--- config.mk ---
export PLATFORM = sky130hd
export DESIGN_NAME = matrix_loader
export DESIGN_NICKNAME = d
export VERILOG_FILES = /design/src/rtl/matrix_loader_pkg.sv /design/src/rtl/matrix_reg_bank.sv /design/src/rtl/matrix_loader.sv
export SDC_FILE = /design/constraint.sdc
export NUM_CORES = 1
export LEC_CHECK = 0
export CAP_MARGIN = 25
export CELL_PAD_IN_SITES_DETAIL_PLACEMENT = 1
export CELL_PAD_IN_SITES_GLOBAL_PLACEMENT = 2
export CORE_UTILIZATION = 28
export DETAILED_ROUTE_END_ITERATION = 8
export HOLD_SLACK_MARGIN = 0.06
export PLACE_DENSITY = 0.81
export SETUP_SLACK_MARGIN = 0.3
export SYNTH_ARGS = -nofsm -noshare
export SYNTH_HDL_FRONTEND = slang
export SYNTH_SLANG_ARGS = --single-unit
--- constraint.sdc ---
create_clock -name clk -period 2 [get_ports clk]
set_input_delay 0.4 -clock clk [delete_from_list [all_inputs] [get_ports clk]]
set_output_delay 0.4 -clock clk [all_outputs]
set_load 0.005 [all_outputs]
--- src/rtl/matrix_loader_pkg.sv ---
// Shared definitions for the matrix loader: default element width and matrix
// sides, element counts for the A and B matrices, counter width and the
// loader FSM state encoding.
package matrix_loader_pkg;

    localparam int ML_DATA_W    = 8;
    localparam int ML_A_DIM     = 4;
    localparam int ML_B_DIM     = 3;
    localparam int ML_A_ELEMS   = 16;
    localparam int ML_B_ELEMS   = 9;
    localparam int WORD_CNT_W   = 5;

    typedef enum logic [1:0] {
        ST_IDLE   = 2'd0,
        ST_LOAD_A = 2'd1,
        ST_LOAD_B = 2'd2,
        ST_DONE   = 2'd3
    } state_t;

endpackage

--- src/rtl/matrix_reg_bank.sv ---
// Element register array for one matrix.
// Ports:
//   clk   - system clock, rising edge
//   rst   - synchronous active-high reset, clears every element
//   we    - write enable for the element selected by idx
//   idx   - element index, row-major
//   wdata - element value
//   flat  - all elements, element 0 in the least significant DATA_W bits
module matrix_reg_bank #(
    parameter int DATA_W = 8,
    parameter int N      = 16,
    parameter int IDX_W  = 4
) (
    input  logic                  clk,
    input  logic                  rst,
    input  logic                  we,
    input  logic [IDX_W-1:0]      idx,
    input  logic [DATA_W-1:0]     wdata,
    output logic [N*DATA_W-1:0]   flat
);

    logic [N*DATA_W-1:0] flat_r;

    // Element storage: clear on reset, otherwise write only the addressed element.
    always_ff @(posedge clk) begin
        if (rst) begin
            flat_r <= {(N*DATA_W){1'b0}};
        end else begin
            for (int i = 0; i < N; i++) begin
                if (we && (idx == IDX_W'(i))) begin
                    flat_r[i*DATA_W +: DATA_W] <= wdata;
                end
            end
        end
    end

    assign flat = flat_r;

endmodule

--- src/rtl/matrix_loader.sv ---
// Loads an A_DIM x A_DIM input matrix followed by a B_DIM x B_DIM filter
// matrix from a valid/ready element stream into flat register buses.
// Ports:
//   clk, rst   - clock and synchronous active-high reset
//   load_start - pulse that starts a load from IDLE or DONE
//   in_valid   - in_data carries an element
//   in_data    - element value
//   in_ready   - loader accepts an element this cycle (LOAD_A / LOAD_B)
//   a_flat     - A matrix, row-major, element 0 at the LSBs
//   b_flat     - B matrix, row-major, element 0 at the LSBs
//   zero       - constant zero operand for systolic edge padding
//   busy       - loading in progress
//   load_done  - both matrices loaded
//   word_cnt   - elements accepted in the current sequence
module matrix_loader
    import matrix_loader_pkg::*;
#(
    parameter int DATA_W = ML_DATA_W,
    parameter int A_DIM  = ML_A_DIM,
    parameter int B_DIM  = ML_B_DIM
) (
    input  logic                            clk,
    input  logic                            rst,
    input  logic                            load_start,
    input  logic                            in_valid,
    input  logic [DATA_W-1:0]               in_data,
    output logic                            in_ready,
    output logic [A_DIM*A_DIM*DATA_W-1:0]   a_flat,
    output logic [B_DIM*B_DIM*DATA_W-1:0]   b_flat,
    output logic [DATA_W-1:0]               zero,
    output logic                            busy,
    output logic                            load_done,
    output logic [WORD_CNT_W-1:0]           word_cnt
);

    localparam int A_N     = A_DIM * A_DIM;
    localparam int B_N     = B_DIM * B_DIM;
    localparam int MAX_N   = (A_N > B_N) ? A_N : B_N;
    localparam int IDX_W   = $clog2(MAX_N);
    localparam int A_IDX_W = $clog2(A_N);
    localparam int B_IDX_W = $clog2(B_N);
    localparam logic [IDX_W-1:0] A_LAST = IDX_W'(A_N - 1);
    localparam logic [IDX_W-1:0] B_LAST = IDX_W'(B_N - 1);

    state_t                  state_r;
    state_t                  state_nxt_s;
    logic [IDX_W-1:0]        idx_r;
    logic [WORD_CNT_W-1:0]   word_cnt_r;
    logic                    accept_s;
    logic                    clear_s;
    logic                    last_s;
    logic                    a_we_s;
    logic                    b_we_s;

    // Handshake and write-enable decode from the state register.
    always_comb begin
        in_ready  = 1'b0;
        busy      = 1'b0;
        load_done = 1'b0;
        a_we_s    = 1'b0;
        b_we_s    = 1'b0;
        last_s    = 1'b0;
        case (state_r)
            ST_LOAD_A: begin
                in_ready = 1'b1;
                busy     = 1'b1;
                a_we_s   = in_valid;
                last_s   = (idx_r == A_LAST);
            end
            ST_LOAD_B: begin
                in_ready = 1'b1;
                busy     = 1'b1;
                b_we_s   = in_valid;
                last_s   = (idx_r == B_LAST);
            end
            ST_DONE: begin
                load_done = 1'b1;
            end
            default: begin
                in_ready = 1'b0;
            end
        endcase
    end

    assign accept_s = in_valid & in_ready;

    // Next-state logic; load_start is honoured only outside a load.
    always_comb begin
        state_nxt_s = state_r;
        clear_s     = 1'b0;
        case (state_r)
            ST_IDLE, ST_DONE: begin
                if (load_start) begin
                    state_nxt_s = ST_LOAD_A;
                    clear_s     = 1'b1;
                end else begin
                    state_nxt_s = state_r;
                end
            end
            ST_LOAD_A: begin
                if (accept_s && last_s) begin
                    state_nxt_s = ST_LOAD_B;
                end else begin
                    state_nxt_s = ST_LOAD_A;
                end
            end
            ST_LOAD_B: begin
                if (accept_s && last_s) begin
                    state_nxt_s = ST_DONE;
                end else begin
                    state_nxt_s = ST_LOAD_B;
                end
            end
            default: begin
                state_nxt_s = ST_IDLE;
            end
        endcase
    end

    // State, element index and accepted-word counter registers.
    always_ff @(posedge clk) begin
        if (rst) begin
            state_r    <= ST_IDLE;
            idx_r      <= {IDX_W{1'b0}};
            word_cnt_r <= {WORD_CNT_W{1'b0}};
        end else begin
            state_r <= state_nxt_s;
            if (clear_s) begin
                idx_r      <= {IDX_W{1'b0}};
                word_cnt_r <= {WORD_CNT_W{1'b0}};
            end else if (accept_s) begin
                // Index restarts at the A->B boundary; the counter spans both matrices.
                idx_r      <= last_s ? {IDX_W{1'b0}} : idx_r + {{(IDX_W-1){1'b0}}, 1'b1};
                word_cnt_r <= word_cnt_r + {{(WORD_CNT_W-1){1'b0}}, 1'b1};
            end
        end
    end

    matrix_reg_bank #(
        .DATA_W (DATA_W),
        .N      (A_N),
        .IDX_W  (A_IDX_W)
    ) u_a_bank (
        .clk   (clk),
        .rst   (rst),
        .we    (a_we_s),
        .idx   (idx_r[A_IDX_W-1:0]),
        .wdata (in_data),
        .flat  (a_flat)
    );

    matrix_reg_bank #(
        .DATA_W (DATA_W),
        .N      (B_N),
        .IDX_W  (B_IDX_W)
    ) u_b_bank (
        .clk   (clk),
        .rst   (rst),
        .we    (b_we_s),
        .idx   (idx_r[B_IDX_W-1:0]),
        .wdata (in_data),
        .flat  (b_flat)
    );

    assign word_cnt = word_cnt_r;
    assign zero     = {DATA_W{1'b0}};

endmodule

==> results.txt <==
first-pass GRT wire length: 50400 µm
Avg Vias per Cell: 5.32
RSZ-0062 raised after global routing: true
Place WS: 0.142 ns
Rows: 63
Highest Clock Rate: 591 MHz
largest fanout on the critical path: 3
worst-case reg-to-reg path depth: 6
FILL cells: 3511
# IOs: 228
Yosys top cell area share: 0.497
mux share of post-synthesis cell area: 0
worst slew pin tran: 0.531 ns
CP peak stage delay: 0.33 ns
H-tree Lvls: 1
R2R setup slack: 0.41 ns
cells after synthesis: 1043
pin count of the biggest net entering global routing: 101
DR pass1 iterations: 4
Clock Latency Late Sink: 0.52 ns
outcome: finished, final reports clean
simple-gate share of the synthesized area: 0.157
clk sinks: 211
Post-Synth XOR/XNOR Area: 0.00206
final worst path period need: 1.69 ns
post-layout worst setup margin: 0.307 ns
Max Cap Violations: 0
Die Span Y: 176 µm
core area: 29700 µm²
Pins Over Slew Limit: 0
synthesis-to-finish area growth: 39.2%
clock root buffer master: clkbuf_16
Yosys Warn Count: 0
1st-iter DRT viols: 611
Final #Nets: 1216
slowest CP cell: dfxtp_2
DRC errors left: 0
critical path depth: 4
post-detail-place hpwl: 19300 µm
critical path endpoint: in_ready
largest family of logic cells by synthesized area: compound AO/OA/AOI/OAI gates
hold crit path type: in2reg
Starting Density: 0.286
syn_area_per_cell: 8.15 µm²
most common cell after layout, fill and taps aside: a21oi_1
GRT Resource Usage Total: 0.207
CP Buf/Inv Count: 3
CTS tree: yes
via count: 8513
reg2reg end: word_cnt[4]
cell taking the most area after synthesis: dfxtp_1
n_diodes: 0
vias in the first global route: 8451
total negative setup slack: 0 ns
initial antenna violation count: 0
final hold violation count: 0
Clock Pin Slew Worst Setup and Hold Paths: 0.06 ns
Register Area: 4300 µm²
Crit Path Category: reg2out
sequential area share after synthesis: 0.497
Critical Path Start Type: flop
grt total ovfl: 0
Die Area: 31000 µm²
R2R Path Start: state_r[0]
multi-input logic area: 3610 µm²
clock skew: 0.0140 ns
drt total wl: 33100 µm
Detail Route Antenna Nets: 0
period utilisation layout: 0.846
clk buf depth: 3
Routed wire per std cell: 20.7 µm
ranking of synthesized cells by area: dfxtp_1 50%, a21oi_1 12%, nand3_1 12%
Critical Path RT: 1.60 ns
CTS buffer count: 25
Die W: 176 µm
Leak: 0.00485 µW
Overall Power: 9970 µW
Post-Synth Adder-Cell Area: 0.0118
final setup vio count: 0
Synth Cell Area: 8500 µm²
Seq cells post-synth: 211
Crit path max-delay family: flip-flops
Setup crit start: state_r[0]
CP Cell Sequence: inv_2, ha_4, inv_4, buf_6
Peak VDD IR: 0.000551 V
commonest cells after routing, fill and taps aside: 207 x a21oi_1, 206 x nand3_1, 205 x dlygate4sd2_1
synth unique cells: 38
Setup crit end kind: output port
IO Port Bufs: 219
Routability Congestion: 0.720
Cell Pwr Density: 843 nW/µm²
CP arrival: 1.29 ns
share of post-route cells with drive strength above 1: 0.134
Compound-Gate Fraction of Synth Area: 0.245
Slew headroom: 0.646
-- power breakdown --
part	internal (µW)	switching [µW]
Combinational	495	720
Sequential	4280	51.0
Clock	2680	1740
Total	7460	2510
-- cells by family after synthesis --
| family | count (synthesis) |
|---|---|
| xor gates and xnor gates | 2 |
| buffers and inverters | 153 |
| and+or+nand+nor | 254 |
| AOI/OAI and AO/OA | 414 |
| adders and majority gates | 8 |
| other | 1 |
| DFF | 211 |
-- synth_stat cells, drive strengths merged --
cell type / count
buf: 72
and3: 8
and2b: 1
o311a: 1
nand2: 11
nand3: 209
nand3b: 2
nand4: 4
or2: 1
clkbuf: 74
inv: 7
o31ai: 1
o21ai: 204
xor2: 1
nor2b: 2
nor3: 1
and2: 1
nor3b: 1
dfxtp: 211
xnor2: 1
a21oi: 207
or3: 4
ha: 8
nor2: 3
a31oi: 1
nand4b: 2
conb: 1
nand2b: 3
nor4: 1
-- metrics by stage --
step / hold WS (ns) / std cells / cell area (µm²) / util
after detailed placement: 0.469 / 1554 / 11200 / 0.376
final: 0.168 / 1600 / 11800 / 0.398
after CTS: 0.146 / 1597 / 11800 / 0.397
after global routing: 0.174 / 1600 / 11800 / 0.398
after global placement: 0.460 / 1554 / 11200 / 0.376
after floorplan: 0.470 / 1050 / 8520 / -
-- how the worst min path moves through the flow --
| stage | from | slack, ns | depth (start not counted) | endpoint |
|---|---|---|---|---|
| 4_1_cts | rst | 0.15 | 2 | u_b_bank.flat[0] |
| 5_1_grt | rst | 0.17 | 2 | u_b_bank.flat[0] |
| 2_1_floorplan | u_a_bank.flat[15] | 0.47 | 2 | u_a_bank.flat[15] |
| 3_5_place_dp | u_a_bank.flat[39] | 0.47 | 2 | u_a_bank.flat[39] |
| 6_report | rst | 0.17 | 2 | u_b_bank.flat[0] |
| 3_3_place_gp | u_a_bank.flat[113] | 0.46 | 2 | u_a_bank.flat[113] |
-- area by class of cell --
type / instances / area share
multi-input cells: 686 / 0.305
clock inverters: 6 / 0.00709
flip-flops and latches: 211 / 0.364
well taps: 390 / 0.0412
inverters: 7 / 0.00243
repair buffers: 265 / 0.221
clock buffers: 35 / 0.0594
-- worst reg2reg max path: stages (launching register included) --
cell and delay [ns]:
dfxtp_2 0.33, inv_2 0.05, ha_4 0.24, buf_4 0.16, nand3b_2 0.23, or3_1 0.36, a21oi_1 0.14
-- sequential cells by signal, summed over array words and instances (netlist names) --
signal / cells
word_cnt: 5
u_a_bank.flat: 128
u_b_bank.flat: 72
idx_r: 4
state_r: 2
-- timing repair --
| item | CTS | global route |
|---|---|---|
| hold buffers | 0 | 0 |
| pin swaps | 1 | 2 |
| setup buffers | 2 | 3 |
| gates resized for setup | 277 | 8 |
| setup endpoints to repair | 211 | 165 |
-- per-layer routing --
metal	routed length (µm)	track usage	vias to the layer above
met5	0	0	-
li1	-	-	3972
met4	518	0.0435	0
met2	15700	0.347	211
met3	1900	0.0413	38
met1	15000	0.274	4292
Note: power is estimated with default switching activity, not from simulation.
